[config.mk]
export PLATFORM = sky130hd
export DESIGN_NAME = div_iter
export DESIGN_NICKNAME = d
export VERILOG_FILES = /design/src/rtl/div_pkg.sv /design/src/rtl/div_step.sv /design/src/rtl/div_iter.sv
export SDC_FILE = /design/constraint.sdc
export NUM_CORES = 1
export LEC_CHECK = 0
export ABC_CLOCK_PERIOD_IN_PS = 8300
export BUFFER_PORTS_ARGS = -buffer_cell sky130_fd_sc_hd__buf_4
export CORE_ASPECT_RATIO = 0.8
export CORE_MARGIN = 1
export CORE_UTILIZATION = 55
export DETAILED_ROUTE_END_ITERATION = 16
export GPL_TIMING_DRIVEN = 0
export PLACE_DENSITY = 0.73
export SLEW_MARGIN = 15
export SYNTH_ARGS = -nofsm -noshare
export SYNTH_HDL_FRONTEND = slang
export SYNTH_SLANG_ARGS = --single-unit
[constraint.sdc]
create_clock -name clk_i -period 8.3 [get_ports clk_i]
set_input_delay 1.245 -clock clk_i [delete_from_list [all_inputs] [get_ports clk_i]]
set_output_delay 1.245 -clock clk_i [all_outputs]
set_load 0.02 [all_outputs]
[src/rtl/div_pkg.sv]
// -----------------------------------------------------------------------------
// div_pkg
// Shared definitions for the iterative integer divider (div_iter / div_step).
//   op_e          : operation encoding as seen on op_i
//                   (00 DIV, 01 DIVU, 10 REM, 11 REMU)
//   state_e       : control FSM states
//   calc_cycles() : number of CALC cycles for a given width / radix
//   op_is_signed(), op_is_rem() : decode helpers for op_e
// -----------------------------------------------------------------------------
package div_pkg;

    typedef enum logic [1:0] {
        OP_DIV  = 2'b00,
        OP_DIVU = 2'b01,
        OP_REM  = 2'b10,
        OP_REMU = 2'b11
    } op_e;

    typedef enum logic [1:0] {
        S_IDLE = 2'b00,
        S_CALC = 2'b01,
        S_FIX  = 2'b10,
        S_DONE = 2'b11
    } state_e;

    // Each CALC cycle retires bpc quotient bits, so a full division takes
    // xlen/bpc cycles in CALC.
    function automatic int calc_cycles(input int xlen, input int bpc);
        return xlen / bpc;
    endfunction

    // Bit 0 clear selects the signed flavour (DIV, REM).
    function automatic logic op_is_signed(input op_e op);
        return ~op[0];
    endfunction

    // Bit 1 set selects the remainder as the result (REM, REMU).
    function automatic logic op_is_rem(input op_e op);
        return op[1];
    endfunction

endpackage

[src/rtl/div_step.sv]
// -----------------------------------------------------------------------------
// div_step
// Purely combinational radix-2^BITS_PER_CYCLE restoring division slice.
// Chains BITS_PER_CYCLE shift/compare/subtract stages on the pair
// {remainder, quotient}. The quotient register starts out holding the
// dividend magnitude; each stage shifts its MSB into the remainder and shifts
// a new quotient bit into its LSB.
//
// Ports:
//   i_rem  [XLEN-1:0]  partial remainder entering the cycle (always < i_div)
//   i_quo  [XLEN-1:0]  remaining dividend bits / quotient bits so far
//   i_div  [XLEN-1:0]  divisor magnitude (non-zero)
//   o_rem  [XLEN-1:0]  partial remainder after BITS_PER_CYCLE stages
//   o_quo  [XLEN-1:0]  quotient register after BITS_PER_CYCLE stages
// -----------------------------------------------------------------------------
module div_step #(
    parameter int XLEN           = 32,
    parameter int BITS_PER_CYCLE = 1
) (
    input  logic [XLEN-1:0] i_rem,
    input  logic [XLEN-1:0] i_quo,
    input  logic [XLEN-1:0] i_div,
    output logic [XLEN-1:0] o_rem,
    output logic [XLEN-1:0] o_quo
);

    logic [XLEN-1:0] w_rem [0:BITS_PER_CYCLE];
    logic [XLEN-1:0] w_quo [0:BITS_PER_CYCLE];

    assign w_rem[0] = i_rem;
    assign w_quo[0] = i_quo;

    for (genvar k = 0; k < BITS_PER_CYCLE; k++) begin : g_stage
        logic [XLEN:0] w_shift;
        logic [XLEN:0] w_diff;
        logic          w_fits;

        // The shifted partial remainder needs XLEN+1 bits. Because the
        // incoming remainder is below the divisor, the difference is either
        // below the divisor (fits) or negative, and its MSB is then set.
        assign w_shift = {w_rem[k], w_quo[k][XLEN-1]};
        assign w_diff  = w_shift - {1'b0, i_div};
        assign w_fits  = ~w_diff[XLEN];

        // Either choice is below the divisor, so dropping the top bit is safe.
        assign w_rem[k+1] = w_fits ? w_diff[XLEN-1:0] : w_shift[XLEN-1:0];
        assign w_quo[k+1] = {w_quo[k][XLEN-2:0], w_fits};
    end

    assign o_rem = w_rem[BITS_PER_CYCLE];
    assign o_quo = w_quo[BITS_PER_CYCLE];

endmodule

[src/rtl/div_iter.sv]
// -----------------------------------------------------------------------------
// div_iter
// Multi-cycle iterative integer divider for the RV32/RV64 M extension.
// Supports DIV, DIVU, REM and REMU with RISC-V semantics for division by
// zero and signed overflow. Operates on magnitudes and applies the sign
// correction in a dedicated FIX cycle.
//
// Flow: IDLE --accept--> CALC (N cycles) -> FIX -> DONE -> IDLE
//       IDLE --accept, b==0 or overflow--> DONE -> IDLE
// result_o and ready_o are registered on the edge that leaves DONE, so the
// ready pulse coincides with the following IDLE cycle, which is also the
// cycle in which a held req_i is accepted again.
//
// Parameters:
//   XLEN            operand/result width (32 or 64)
//   BITS_PER_CYCLE  quotient bits retired per CALC cycle (1, 2 or 4)
//
// Ports:
//   clk_i     rising-edge clock
//   rst_i     asynchronous active-high reset
//   a_i       dividend, sampled on accept
//   b_i       divisor, sampled on accept
//   op_i      operation (op_e), sampled on accept
//   req_i     request, accepted in IDLE when kill_i is low
//   kill_i    abort; returns to IDLE from IDLE/CALC/FIX, ignored in DONE
//   busy_o    high whenever the FSM is not in IDLE
//   ready_o   one-cycle completion pulse
//   result_o  quotient or remainder, held until the next completion
// -----------------------------------------------------------------------------
module div_iter
    import div_pkg::*;
#(
    parameter int XLEN           = 32,
    parameter int BITS_PER_CYCLE = 1
) (
    input  logic            clk_i,
    input  logic            rst_i,
    input  logic [XLEN-1:0] a_i,
    input  logic [XLEN-1:0] b_i,
    input  logic [1:0]      op_i,
    input  logic            req_i,
    input  logic            kill_i,
    output logic            busy_o,
    output logic            ready_o,
    output logic [XLEN-1:0] result_o
);

    localparam int              N        = calc_cycles(XLEN, BITS_PER_CYCLE);
    localparam int              CNT_W    = $clog2(N + 1);
    localparam logic [XLEN-1:0] MOST_NEG = {1'b1, {(XLEN-1){1'b0}}};

    // ------------------------------------------------------------------
    // State and datapath registers
    // ------------------------------------------------------------------
    state_e           r_state;
    state_e           w_next_state;
    op_e              r_op;
    logic             r_neg_q;      // quotient must be negated in FIX
    logic             r_neg_r;      // remainder must be negated in FIX
    logic [XLEN-1:0]  r_quo;        // dividend bits in, quotient bits out
    logic [XLEN-1:0]  r_rem;        // partial remainder
    logic [XLEN-1:0]  r_div;        // divisor magnitude
    logic [CNT_W-1:0] r_cnt;        // CALC cycles remaining
    logic [XLEN-1:0]  r_result;
    logic             r_ready;

    // ------------------------------------------------------------------
    // Operand decode, only meaningful on the accept edge
    // ------------------------------------------------------------------
    op_e             w_op;
    logic            w_signed;
    logic            w_a_neg;
    logic            w_b_neg;
    logic [XLEN-1:0] w_a_abs;
    logic [XLEN-1:0] w_b_abs;
    logic            w_div_zero;
    logic            w_overflow;
    logic            w_special;
    logic            w_accept;

    assign w_op     = op_e'(op_i);
    assign w_signed = op_is_signed(w_op);
    assign w_a_neg  = w_signed & a_i[XLEN-1];
    assign w_b_neg  = w_signed & b_i[XLEN-1];

    // Negating MOST_NEG wraps to itself, which is still its correct
    // magnitude when read as unsigned.
    assign w_a_abs  = w_a_neg ? -a_i : a_i;
    assign w_b_abs  = w_b_neg ? -b_i : b_i;

    assign w_div_zero = (b_i == '0);
    assign w_overflow = w_signed && (a_i == MOST_NEG) && (b_i == '1);
    assign w_special  = w_div_zero | w_overflow;

    // ------------------------------------------------------------------
    // One restoring slice per CALC cycle
    // ------------------------------------------------------------------
    logic [XLEN-1:0] w_step_rem;
    logic [XLEN-1:0] w_step_quo;

    div_step #(
        .XLEN           (XLEN),
        .BITS_PER_CYCLE (BITS_PER_CYCLE)
    ) u_step (
        .i_rem (r_rem),
        .i_quo (r_quo),
        .i_div (r_div),
        .o_rem (w_step_rem),
        .o_quo (w_step_quo)
    );

    // ------------------------------------------------------------------
    // FSM: state register
    // ------------------------------------------------------------------
    // NOTE: sequential state is written with non-blocking assignments so
    // every register samples pre-edge values regardless of process order.
    always_ff @(posedge clk_i or posedge rst_i) begin
        if (rst_i) begin
            r_state <= S_IDLE;
        end else begin
            r_state <= w_next_state;
        end
    end

    // ------------------------------------------------------------------
    // FSM: next-state logic
    // ------------------------------------------------------------------
    // NOTE: the default assignment at the top keeps every path assigned,
    // so no latch is inferred for w_next_state.
    always_comb begin
        w_next_state = r_state;
        unique case (r_state)
            S_IDLE: begin
                if (req_i && !kill_i) begin
                    w_next_state = w_special ? S_DONE : S_CALC;
                end
            end
            S_CALC: begin
                if (kill_i) begin
                    w_next_state = S_IDLE;
                end else if (r_cnt == CNT_W'(1)) begin
                    w_next_state = S_FIX;
                end
            end
            S_FIX: begin
                w_next_state = kill_i ? S_IDLE : S_DONE;
            end
            S_DONE: begin
                // A kill here is deliberately ignored: the result is final.
                w_next_state = S_IDLE;
            end
            default: begin
                w_next_state = S_IDLE;
            end
        endcase
    end

    // ------------------------------------------------------------------
    // FSM: output decode
    // ------------------------------------------------------------------
    always_comb begin
        busy_o   = (r_state != S_IDLE);
        w_accept = (r_state == S_IDLE) && req_i && !kill_i;
    end

    assign ready_o  = r_ready;
    assign result_o = r_result;

    // ------------------------------------------------------------------
    // Datapath
    // ------------------------------------------------------------------
    // NOTE: every datapath register is cleared by reset; none of them is a
    // memory array, so this costs nothing and keeps result_o defined.
    always_ff @(posedge clk_i or posedge rst_i) begin
        if (rst_i) begin
            r_op     <= OP_DIV;
            r_neg_q  <= 1'b0;
            r_neg_r  <= 1'b0;
            r_quo    <= '0;
            r_rem    <= '0;
            r_div    <= '0;
            r_cnt    <= '0;
            r_result <= '0;
            r_ready  <= 1'b0;
        end else begin
            r_ready <= 1'b0;

            unique case (r_state)
                S_IDLE: begin
                    if (w_accept) begin
                        r_op  <= w_op;
                        r_div <= w_b_abs;
                        r_cnt <= CNT_W'(N);
                        if (w_special) begin
                            // Results are final here; FIX is skipped.
                            // b==0: q = all-ones, r = a.  Overflow: q = a, r = 0.
                            r_neg_q <= 1'b0;
                            r_neg_r <= 1'b0;
                            r_quo   <= w_div_zero ? '1  : a_i;
                            r_rem   <= w_div_zero ? a_i : '0;
                        end else begin
                            r_neg_q <= w_a_neg ^ w_b_neg;
                            r_neg_r <= w_a_neg;
                            r_quo   <= w_a_abs;
                            r_rem   <= '0;
                        end
                    end
                end
                S_CALC: begin
                    r_quo <= w_step_quo;
                    r_rem <= w_step_rem;
                    r_cnt <= r_cnt - CNT_W'(1);
                end
                S_FIX: begin
                    // Quotient sign is the XOR of operand signs; remainder
                    // sign follows the dividend.
                    if (r_neg_q) begin
                        r_quo <= -r_quo;
                    end
                    if (r_neg_r) begin
                        r_rem <= -r_rem;
                    end
                end
                S_DONE: begin
                    r_result <= op_is_rem(r_op) ? r_rem : r_quo;
                    r_ready  <= 1'b1;
                end
                default: begin
                    r_ready <= 1'b0;
                end
            endcase
        end
    end

endmodule
==> metrics.log <==
INFO  metric post_cts_setup_bufs = 0
INFO  metric setup_slack_placement = 4.01 ns
INFO  metric synth_enable_flop_cells = 0
INFO  metric die_width = 168 um
INFO  metric setup_viol = 0
INFO  metric multi_input_comb_area = 7860 sq um
INFO  metric syn2layout_area_growth = 14.6%
INFO  metric initialDrtViolationCount = 1546
INFO  metric vias_in_the_first_global_route = 11800
INFO  metric flops_latches_synth = 140
INFO  metric tightest_slew = 1.03 ns
INFO  metric switching_share = 0.542
INFO  metric maxSlewViolCount = 0
INFO  metric overflow = 0
INFO  metric initial_core_util = 0.561
INFO  metric core_area = 21600 sq um
INFO  metric via_per_inst = 6.50
INFO  metric wire_length_of_the_first_global_routing_pass = 67200 um
INFO  metric final.setup.tns = 0 ns
INFO  metric combPwrFrac = 0.686
INFO  metric clock_sink_count = 140
INFO  metric post_synth_inst_count = 1593
INFO  metric worst_slew_margin_rel = 0.313
INFO  metric ir_worst_vdd = 0.270 mV
INFO  metric cts_resized = 0
INFO  metric p_switching = 3870 uW
INFO  metric drc = 0
INFO  metric cts_tree = built
INFO  metric design.die.area = 22600 sq um
INFO  metric ioPinCount = 104
INFO  metric seq_area_frac_synth = 0.289
INFO  metric arrival = 4.35 ns
INFO  metric power.density_cell_area = 514 nW/um^2
INFO  metric final_min_period_over_clock_period = 0.488
INFO  metric async_reset_ff_frac = 1.00
INFO  metric clk_root_buffer_cell = clkbuf_16
INFO  metric grt_setup_unrepaired = false
INFO  metric outcome = finished clean
INFO  metric layout_cell_share_with_drive_strength_beyond_1 = 0.102
INFO  metric yosys_most_used_dff = dfrtp_1
INFO  metric wl_per_cell = 22.2 um
INFO  metric grt_max_degree = 96
INFO  metric global_route.usage.total = 0.395
INFO  metric timing.hold.worst.class = reg -> reg
INFO  metric antenna_violations_before_repair = 0
INFO  metric std_cell_rows = 48
INFO  metric final_hold_viol_count = 0
INFO  metric fin_skew = 0.0108 ns
INFO  metric max-cap-violations = 0
INFO  metric finalWeightedCongestion = 0.983
INFO  metric cellLeakagePower = 0.00569 uW
INFO  metric number_of_nets_in_the_final_layout = 1830
INFO  metric register_area = 3500 sq um
INFO  metric die_y = 135 um
INFO  metric cts_hold_buf = 0
INFO  metric cts-htree-levels = 4
INFO  metric timing.final.crit_period = 4.05 ns
INFO  metric worst_slack = 4.25 ns
INFO  metric clk_latency = 0.44 ns
INFO  metric layout.cells.most_common = a21oi_1
INFO  metric worstPathMaxFanout = 10
INFO  metric cp-start-kind = flip-flop
INFO  metric sequential_share_of_power = 0.199
INFO  metric synth_top_area_cell = dfrtp_1
INFO  metric layout.cells.most_common_list = a21oi_1, nand2_1, nor2_1
INFO  metric yosys_warnings = 0
INFO  metric p_clk_frac = 0.115
INFO  metric mappedNetlistArea = 12100 sq um
INFO  metric synth.net_count = 1708
INFO  metric placement.io_buffers = 101
INFO  metric drt-pass1-iter-count = 7
INFO  metric routed-via-count = 13000
INFO  metric post-dp-hpwl = 34200 um
INFO  metric worst-setup-path-type = reg -> reg
INFO  metric critPathCaptureType = flip-flop
INFO  metric maximum_clock_path_buffer_count = 2
INFO  metric netlist_top_cells_area = dfrtp_1, a21oi_1, o21ai_0
INFO  metric post_synth.cell_area_avg = 7.60 sq um
INFO  metric synth_top_area_share = 0.289
INFO  metric clkTransAtPathRegs = 0.06 ns
INFO  metric worst_hold_slack = 0.480 ns
INFO  metric internal_power = 3270 uW
INFO  metric fmax = 0.247 GHz
INFO  metric yosys.cell_types.count = 83
INFO  metric layout.filler_cells = 1955
INFO  metric antenna_left = 0
INFO  metric worstPathRequired = 8.60 ns
INFO  metric routed_wirelength = 44500 um
INFO  metric clock_buffers_created_by_tritoncts = 17
## synth_stat cells, drive strengths merged, types with 10 or more instances
| cell type | number |
|---|---|
| nand3 | 44 |
| or3 | 13 |
| a21oi | 186 |
| a21o | 14 |
| a32o | 10 |
| nor4 | 21 |
| or4 | 17 |
| a31oi | 33 |
| nor3 | 53 |
| o311ai | 11 |
| nand4 | 21 |
| buf | 19 |
| nand2 | 170 |
| nand2b | 13 |
| o31ai | 22 |
| inv | 71 |
| mux2i | 44 |
| xnor2 | 57 |
| o211ai | 12 |
| o21ai | 132 |
| clkbuf | 93 |
| dfrtp | 140 |
| nor2 | 148 |
| ha | 44 |
| a211oi | 13 |
| xor2 | 45 |
| a22oi | 10 |
## worst paths after layout
kind / from / to / slack [ns] / cells past startpoint
max: r_quo[31] / r_rem[1] / 4.25 / 13
min: r_div[8] / r_div[8] / 0.48 / 2
max reg2reg: r_quo[31] / r_rem[1] / 4.25 / 13
min reg2reg: r_div[8] / r_div[8] / 0.48 / 2
max in group asynchronous: rst_i / r_div[4] / 6.70 / 3
min in group asynchronous: rst_i / r_quo[26] / 0.77 / 2
## through the flow
step                       util  power (uW)  cell area [sq um]  instances
after floorplan               -        4650              12100       1593
after global placement    0.612        6040              13200       1969
after detailed placement  0.615        6120              13300       1971
after CTS                 0.643        6980              13900       2002
after global routing      0.643        7620              13900       2002
final                     0.643        7130              13900       2003
## sequential cells by signal, summed over array words and instances, names as in the netlist
name,count
r_div,32
r_quo,32
r_rem,32
result_o,32
r_cnt,6
r_state,2
r_neg_q,1
r_neg_r,1
r_op,1
ready_o,1
## layout make-up
| type | count | area share |
|---|---|---|
| Sequential cell | 140 | 0.253 |
| Tap cell | 275 | 0.0248 |
| Clock inverter | 10 | 0.0101 |
| Buffer | 112 | 0.0341 |
| Multi-Input combinational cell | 1268 | 0.567 |
| Antenna cell | 1 | 0.000180 |
| Timing Repair Buffer | 103 | 0.0575 |
| Inverter | 73 | 0.0203 |
| Clock buffer | 21 | 0.0339 |
## metal layers
metal,part of all wire,GRT usage
met1,0.44,0.559
met4,0.041,0.177
met2,0.40,0.552
met5,0,0
met3,0.12,0.115
## power by group through the flow
stage / registers, uW / clock network, uW / logic [uW]
2_1_floorplan: 1380 / 0 / 3270
3_3_place_gp: 1400 / 0 / 4630
3_5_place_dp: 1410 / 0 / 4710
4_1_cts: 1410 / 819 / 4750
5_1_grt: 1450 / 845 / 5320
6_report: 1420 / 818 / 4900
## worst max-delay path, stage by stage, from the launching register on
cell      delay, ns
dfrtp_1        0.51
inv_1          0.16
ha_1           0.25
fa_1           0.41
nand2b_1       0.19
a21oi_1        0.22
o211a_1        0.29
and4b_1        0.25
nor4_1         0.55
buf_2          0.32
nor2_1         0.13
buf_2          0.27
o211ai_1       0.24
a221oi_1       0.11
## logic make-up after synthesis
family          count (synthesis)  share of synthesized area
flops                         140                      0.289
xor+xnor                      102                     0.0738
fa+ha+maj                      45                     0.0471
compound gates                512                      0.261
mux                            49                     0.0410
simple gates                  560                      0.226
buf+inv                       185                     0.0617
Power figures use the tool's default switching activity.
